File: config.mk
export PLATFORM = sky130hd
export DESIGN_NAME = stepped_loop_engine
export DESIGN_NICKNAME = d
export VERILOG_FILES = /design/src/rtl/stepped_loop_engine.sv
export SDC_FILE = /design/constraint.sdc
export NUM_CORES = 2
export LEC_CHECK = 0
export BUFFER_PORTS_ARGS = -buffer_cell sky130_fd_sc_hd__buf_2
export CORE_MARGIN = 2
export CORE_UTILIZATION = 30
export CTS_BUF_LIST = sky130_fd_sc_hd__clkbuf_16
export DETAILED_ROUTE_END_ITERATION = 6
export HOLD_SLACK_MARGIN = 0.1
export PLACE_DENSITY = 0.54
export SLEW_MARGIN = 20
export SYNTH_ARGS = -nofsm -noshare
export SYNTH_HDL_FRONTEND = slang
export SYNTH_SLANG_ARGS = --single-unit
export TNS_END_PERCENT = 50
File: constraint.sdc
create_clock -name i_clk -period 80 [get_ports i_clk]
set_input_delay 20 -clock i_clk [delete_from_list [all_inputs] [get_ports i_clk]]
set_output_delay 20 -clock i_clk [all_outputs]
set_load 0.01 [all_outputs]
File: src/rtl/stepped_loop_engine.sv
// Counted-loop micro-sequencer applying one compound operator per iteration to an accumulator.
// Latency N+1 cycles (1 for zero iterations); result held in DONE until i_ready, start ignored while busy.
module stepped_loop_engine #(
    parameter int WIDTH     = 32,
    parameter int IDX_WIDTH = 16
) (
    input  logic                 i_clk,
    input  logic                 i_rst_n,
    input  logic                 i_start,
    input  logic [3:0]           i_op,
    input  logic                 i_step_mode,
    input  logic [WIDTH-1:0]     i_init,
    input  logic [WIDTH-1:0]     i_operand,
    input  logic [IDX_WIDTH-1:0] i_begin,
    input  logic [IDX_WIDTH-1:0] i_limit,
    input  logic [IDX_WIDTH-1:0] i_step,
    output logic                 o_busy,
    output logic                 o_valid,
    input  logic                 i_ready,
    output logic [WIDTH-1:0]     o_result,
    output logic [IDX_WIDTH-1:0] o_count,
    output logic                 o_err
);

    typedef enum logic [1:0] {
        ST_IDLE = 2'd0,
        ST_RUN  = 2'd1,
        ST_DONE = 2'd2
    } state_t;

    localparam logic [IDX_WIDTH-1:0] LP_ONE = {{(IDX_WIDTH-1){1'b0}}, 1'b1};

    state_t                 r_state;
    state_t                 w_state_next;

    logic [3:0]             r_op;
    logic                   r_step_mode;
    logic [WIDTH-1:0]       r_operand;
    logic [IDX_WIDTH-1:0]   r_limit;
    logic [IDX_WIDTH-1:0]   r_step;
    logic [WIDTH-1:0]       r_acc;
    logic [IDX_WIDTH-1:0]   r_idx;
    logic [IDX_WIDTH-1:0]   r_count;
    logic                   r_err;

    logic [WIDTH-1:0]       w_acc_op;
    logic                   w_div_zero;
    logic                   w_shamt_big;
    logic [IDX_WIDTH:0]     w_idx_sum;
    logic [2*IDX_WIDTH-1:0] w_idx_prod;
    logic [IDX_WIDTH-1:0]   w_idx_next;
    logic                   w_idx_ovf;
    logic                   w_no_prog;
    logic [IDX_WIDTH-1:0]   w_cnt_next;
    logic                   w_cnt_sat;
    logic                   w_iter_err;
    logic                   w_iter_last;
    logic                   w_op_rsvd;
    logic                   w_empty_loop;

    assign w_op_rsvd    = (i_op >= 4'd13);
    assign w_empty_loop = (i_begin >= i_limit);

    // Shift amounts are the full operand, so compare in a width that holds both WIDTH and the operand.
    assign w_shamt_big = ({32'b0, r_operand} >= {{WIDTH{1'b0}}, 32'(WIDTH)});

    always_comb begin
        w_acc_op   = r_acc;
        w_div_zero = 1'b0;
        case (r_op)
            4'd0:  w_acc_op = r_operand;
            4'd1:  w_acc_op = r_acc + r_operand;
            4'd2:  w_acc_op = r_acc - r_operand;
            4'd3:  w_acc_op = r_acc * r_operand;
            4'd4: begin
                if (r_operand == '0) w_div_zero = 1'b1;
                else                 w_acc_op   = r_acc / r_operand;
            end
            4'd5: begin
                if (r_operand == '0) w_div_zero = 1'b1;
                else                 w_acc_op   = r_acc % r_operand;
            end
            4'd6:  w_acc_op = r_acc & r_operand;
            4'd7:  w_acc_op = r_acc | r_operand;
            4'd8:  w_acc_op = r_acc ^ r_operand;
            4'd9, 4'd11: w_acc_op = w_shamt_big ? '0 : (r_acc << r_operand);
            4'd10: w_acc_op = w_shamt_big ? '0 : (r_acc >> r_operand);
            4'd12: w_acc_op = w_shamt_big ? {WIDTH{r_acc[WIDTH-1]}}
                                          : $unsigned($signed(r_acc) >>> r_operand);
            default: w_acc_op = r_acc;
        endcase
    end

    // Index advance with carry/overflow detection in a widened result.
    assign w_idx_sum  = {1'b0, r_idx} + {1'b0, r_step};
    assign w_idx_prod = {{IDX_WIDTH{1'b0}}, r_idx} * {{IDX_WIDTH{1'b0}}, r_step};
    assign w_idx_next = r_step_mode ? w_idx_prod[IDX_WIDTH-1:0] : w_idx_sum[IDX_WIDTH-1:0];
    assign w_idx_ovf  = r_step_mode ? (|w_idx_prod[2*IDX_WIDTH-1:IDX_WIDTH]) : w_idx_sum[IDX_WIDTH];
    assign w_no_prog  = r_step_mode ? ((r_idx == '0) || (r_step[IDX_WIDTH-1:1] == '0))
                                    : (r_step == '0);

    assign w_cnt_next  = (&r_count) ? r_count : (r_count + LP_ONE);
    assign w_cnt_sat   = &w_cnt_next;
    assign w_iter_err  = w_div_zero | w_idx_ovf | w_no_prog | w_cnt_sat;
    assign w_iter_last = w_iter_err | (w_idx_next >= r_limit);

    always_ff @(posedge i_clk or negedge i_rst_n) begin
        if (!i_rst_n) r_state <= ST_IDLE;
        else          r_state <= w_state_next;
    end

    always_comb begin
        w_state_next = r_state;
        case (r_state)
            ST_IDLE: begin
                if (i_start) w_state_next = (w_empty_loop || w_op_rsvd) ? ST_DONE : ST_RUN;
            end
            ST_RUN: begin
                if (w_iter_last) w_state_next = ST_DONE;
            end
            ST_DONE: begin
                if (i_ready) w_state_next = ST_IDLE;
            end
            default: w_state_next = ST_IDLE;
        endcase
    end

    always_ff @(posedge i_clk or negedge i_rst_n) begin
        if (!i_rst_n) begin
            r_op        <= '0;
            r_step_mode <= 1'b0;
            r_operand   <= '0;
            r_limit     <= '0;
            r_step      <= '0;
            r_acc       <= '0;
            r_idx       <= '0;
            r_count     <= '0;
            r_err       <= 1'b0;
        end else begin
            case (r_state)
                ST_IDLE: begin
                    if (i_start) begin
                        r_op        <= i_op;
                        r_step_mode <= i_step_mode;
                        r_operand   <= i_operand;
                        r_limit     <= i_limit;
                        r_step      <= i_step;
                        r_acc       <= i_init;
                        r_idx       <= i_begin;
                        r_count     <= '0;
                        // An empty loop finishes cleanly even if the opcode is reserved.
                        r_err       <= !w_empty_loop && w_op_rsvd;
                    end
                end
                ST_RUN: begin
                    r_acc   <= w_acc_op;
                    r_idx   <= w_idx_next;
                    r_count <= w_cnt_next;
                    r_err   <= w_iter_err;
                end
                ST_DONE: begin
                    if (i_ready) begin
                        r_acc   <= '0;
                        r_idx   <= '0;
                        r_count <= '0;
                        r_err   <= 1'b0;
                    end
                end
                default: ;
            endcase
        end
    end

    assign o_busy   = (r_state == ST_RUN);
    assign o_valid  = (r_state == ST_DONE);
    assign o_result = o_valid ? r_acc   : '0;
    assign o_count  = o_valid ? r_count : '0;
    assign o_err    = o_valid & r_err;

endmodule
==> insert_results.sql <==
INSERT INTO impl_metrics (metric_group, metric, value, unit) VALUES
('outcome', 'outcome', 'completed', ''),
('setup_path', 'critPathMaxFanout', '32', ''),
('placement', 'pre_cts_ws', '-1.418', 'ns'),
('sta', 'finalCriticalPeriod', '76.25', 'ns'),
('synthesis', 'synth.yosys.seq_area_share', '4.835', '%'),
('global_routing', 'grt_max_degree', '86', ''),
('sta', 'finalHoldWorstSlack', '0.4913', 'ns'),
('clock_network', 'cts_inserted_buffers', '17', ''),
('min_path', 'worstHoldPathType', 'reg2reg', ''),
('setup_path', 'r2r_start', 'r_operand[28]', ''),
('floorplan', 'die-height', '488.4', 'µm'),
('synthesis', 'syn-num-nets', '11170', ''),
('synthesis', 'synth_top_area_share', '17.21', '%'),
('setup_path', 'reg2reg_depth', '292', ''),
('sta', 'setup_slack', '3.747', 'ns'),
('routing', 'detail_route.vias_per_cell', '6.011', ''),
('routing', 'drt_pass1_iterations', '6', ''),
('global_routing', 'grt_util_all_layers', '31.53', '%'),
('synthesis', 'postSynthAreaPerCell', '7.379', 'µm²'),
('clock_network', 'tritoncts', 'built', ''),
('synthesis', 'synth.cells.most_frequent', 'nand2_1, inv_1, ha_1', ''),
('cells_and_area', 'areaGrowthSynthToFinish', '9.499', '%'),
('setup_path', 'worst-r2r-setup-slack', '3.75', 'ns'),
('routing', 'routed_wirelength', '386100', 'µm'),
('cells_and_area', 'finish.net_count', '11230', ''),
('setup_path', 'cp-start-kind', 'flop', ''),
('min_path', 'min_path_cells', '2', ''),
('setup_path', 'critical-path-top-cell-by-count', 'a21oi_1', ''),
('cells_and_area', 'drive_above_1_share', '9.061', '%'),
('routing', 'wl_per_cell', '30.22', 'µm'),
('synthesis', 'leading_cell_type_by_number_of_instances_after_synthesis', 'nand2_1', ''),
('global_routing', 'globalRoute.totalOverflow', '0', ''),
('min_path', 'start_point_of_the_worst_min_delay_path', 'r_limit[1]', ''),
('sta', 'final_min_period_over_clock_period', '95.32', '%'),
('floorplan', 'design.core.area', '233000', 'µm²'),
('job', 'max_cap_viol_count', '0', ''),
('floorplan', 'io_pins', '172', ''),
('synthesis', 'netlist.top_cell.by_area', 'fa_1', ''),
('setup_path', 'type_of_the_worst_setup_path', 'reg2reg', ''),
('clock_network', 'clk-insertion-delay-late', '0.55', 'ns'),
('routing', 'drc_violations_left', '0', ''),
('synthesis', 'syn_area', '70390', 'µm²'),
('sta', 'max_slew_margin', '15.56', '%'),
('synthesis', 'netlist_instances', '9540', ''),
('clock_network', 'htree_levels', '4', ''),
('clock_network', 'cts.reportedPaths.clkPinSlew', '0.09', 'ns'),
('sta', 'report.final.setup_viol', '0', ''),
('placement', 'dpl.hpwl', '302100', 'µm'),
('synthesis', 'yosys_warnings', '0', ''),
('routing', 'drtAntennaViolNets', '0', ''),
('setup_path', 'critPathMaxStageDelay', '0.63', 'ns'),
('synthesis', 'synth.top_cells.by_area', 'fa_1, ha_1, nand2_1', ''),
('synthesis', 'synth_enable_flop_cells', '0', ''),
('floorplan', 'rows', '177', ''),
('sta', 'clock_skew', '0.02390', 'ns'),
('routing', 'first_iteration_detailed_routing_drc_count', '8959', ''),
('floorplan', 'die_area', '238500', 'µm²'),
('global_routing', 'global_route_wire_length_before_repair', '545500', 'µm'),
('synthesis', 'dominantRegCellSynth', 'dfrtp_1', ''),
('placement', 'place.port_buffers', '171', ''),
('clock_network', 'cts_root_buf', 'clkbuf_16', ''),
('setup_path', 'setup.worst_path.end_class', 'flop', ''),
('floorplan', 'starting_density', '30.21', '%'),
('clock_network', 'numClockSinks', '136', ''),
('routing', 'detailroute.via_count', '76800', ''),
('global_routing', 'grt_antenna_before_repair', '48', ''),
('setup_path', 'timing.critical_path.required', '80.39', 'ns'),
('clock_network', 'cts_hold_repair.buffers', '0', ''),
('setup_path', 'critical_path_arrival', '76.64', 'ns'),
('setup_path', 'r2r-end', 'r_acc[27]', ''),
('sta', 'timing.final.max_slew_violations', '0', ''),
('placement', 'gp_routability_congestion', '1.097', ''),
('setup_path', 'max_stage_delay_cell_worst_path', 'o31ai_1', ''),
('synthesis', 'synth-seq-cells', '136', ''),
('sta', 'final_hold_viol_count', '0', ''),
('sta', 'max_freq', '13.11', 'MHz'),
('global_routing', 'first_global_vias', '74450', ''),
('clock_network', 'cts-root-to-sink-buffers', '2', ''),
('floorplan', 'die-width', '488.4', 'µm'),
('sta', 'timing_worst_slew_pin_value', '1.262', 'ns'),
('synthesis', 'async_reset_ff_share', '100.0', '%'),
('min_path', 'holdPathEnd', 'r_limit[1]', ''),
('synthesis', 'synth_cell_type_count', '95', '');
[what timing repair did]
item,in CTS,in global routing
setup buffers,1,10
setup endpoints to repair,32,32
resized for setup,11,80
pin swaps,1,5
[worst max-delay path, delay by kind of cell (launching register included)]
family	cells	cell delay [ns]
muxes	6	2.01
and+or+nand+nor	81	19.27
AOI/OAI and AO/OA	145	38.59
DFF	1	0.62
buffers and inverters	29	5.58
adders and majority gates	31	9.75
[worst max path at each step]
stage,from,to,slack [ns],cells after the start
floorplan,r_operand[0],r_acc[28],9.97,315
global placement,r_operand[24],r_acc[31],-0.70,283
detailed placement,r_operand[24],r_acc[8],-1.42,281
CTS,r_operand[24],r_acc[8],0.04,286
global route,r_operand[8],r_acc[28],-0.08,301
finish,r_operand[28],r_acc[27],3.75,292
[routing by layer]
layer / up-vias / track usage, % / wire [µm]
met2: 4475 / 47.98 / 164000
met1: 37910 / 39.93 / 153000
li1: 33310 / - / -
met4: 20 / 20.55 / 30620
met5: - / 0 / 136
met3: 1083 / 7.092 / 38260
[cell usage in the layout (no fill, tap or decap), drive strengths merged, types with 136 or more instances in the layout]
| master | n |
|---|---|
| a21o | 225 |
| a21oi | 674 |
| and2 | 252 |
| buf | 490 |
| dfrtp | 136 |
| fa | 605 |
| ha | 907 |
| inv | 1021 |
| nand2 | 1119 |
| nand3 | 184 |
| nor2 | 853 |
| nor3 | 242 |
| o21a | 143 |
| o21ai | 492 |
| xnor2 | 347 |
| xor2 | 168 |
[through the flow]
stage	TNS [ns]	utilization, %	instances	cell area (µm²)
final	0	33.08	12780	77080
after global routing	-0.5366	33.06	12760	77030
after CTS	0	32.88	12730	76610
after detailed placement	-34.43	32.62	12700	76000
after global placement	-9.174	32.61	12700	75970
after floorplan	0	-	9540	70390
[cell families after synthesis]
family                     count (synthesis)  share of synthesized area (%)
buffers and inverters                   1479                          7.924
AOI/OAI and AO/OA                       2488                          23.13
xor gates and xnor gates                 515                          6.408
and+or+nand+nor                         3199                          21.03
muxes                                    211                          3.345
adders and majority gates               1512                          33.33
DFF                                      136                          4.835
[registers in the layout (all words and copies together) (netlist names)]
name	cells
r_limit	16
r_count	16
r_step	16
r_state	2
r_operand	32
r_step_mode	1
r_op	4
r_acc	32
r_idx	16
r_err	1
[layout make-up]
class	instances	area (µm²)
Fill cell	25250	155900
Multi-Input combinational cell	7925	61920
Tap cell	3132	3919
Inverter	1029	3869
Sequential cell	136	3425
Timing Repair Buffer	491	3314
Clock buffer	17	425.4
Clock inverter	15	127.6
Antenna cell	31	77.57
Power is not shown: default switching activity piles up to over one toggle a cycle in this logic, so the estimate is an artifact.
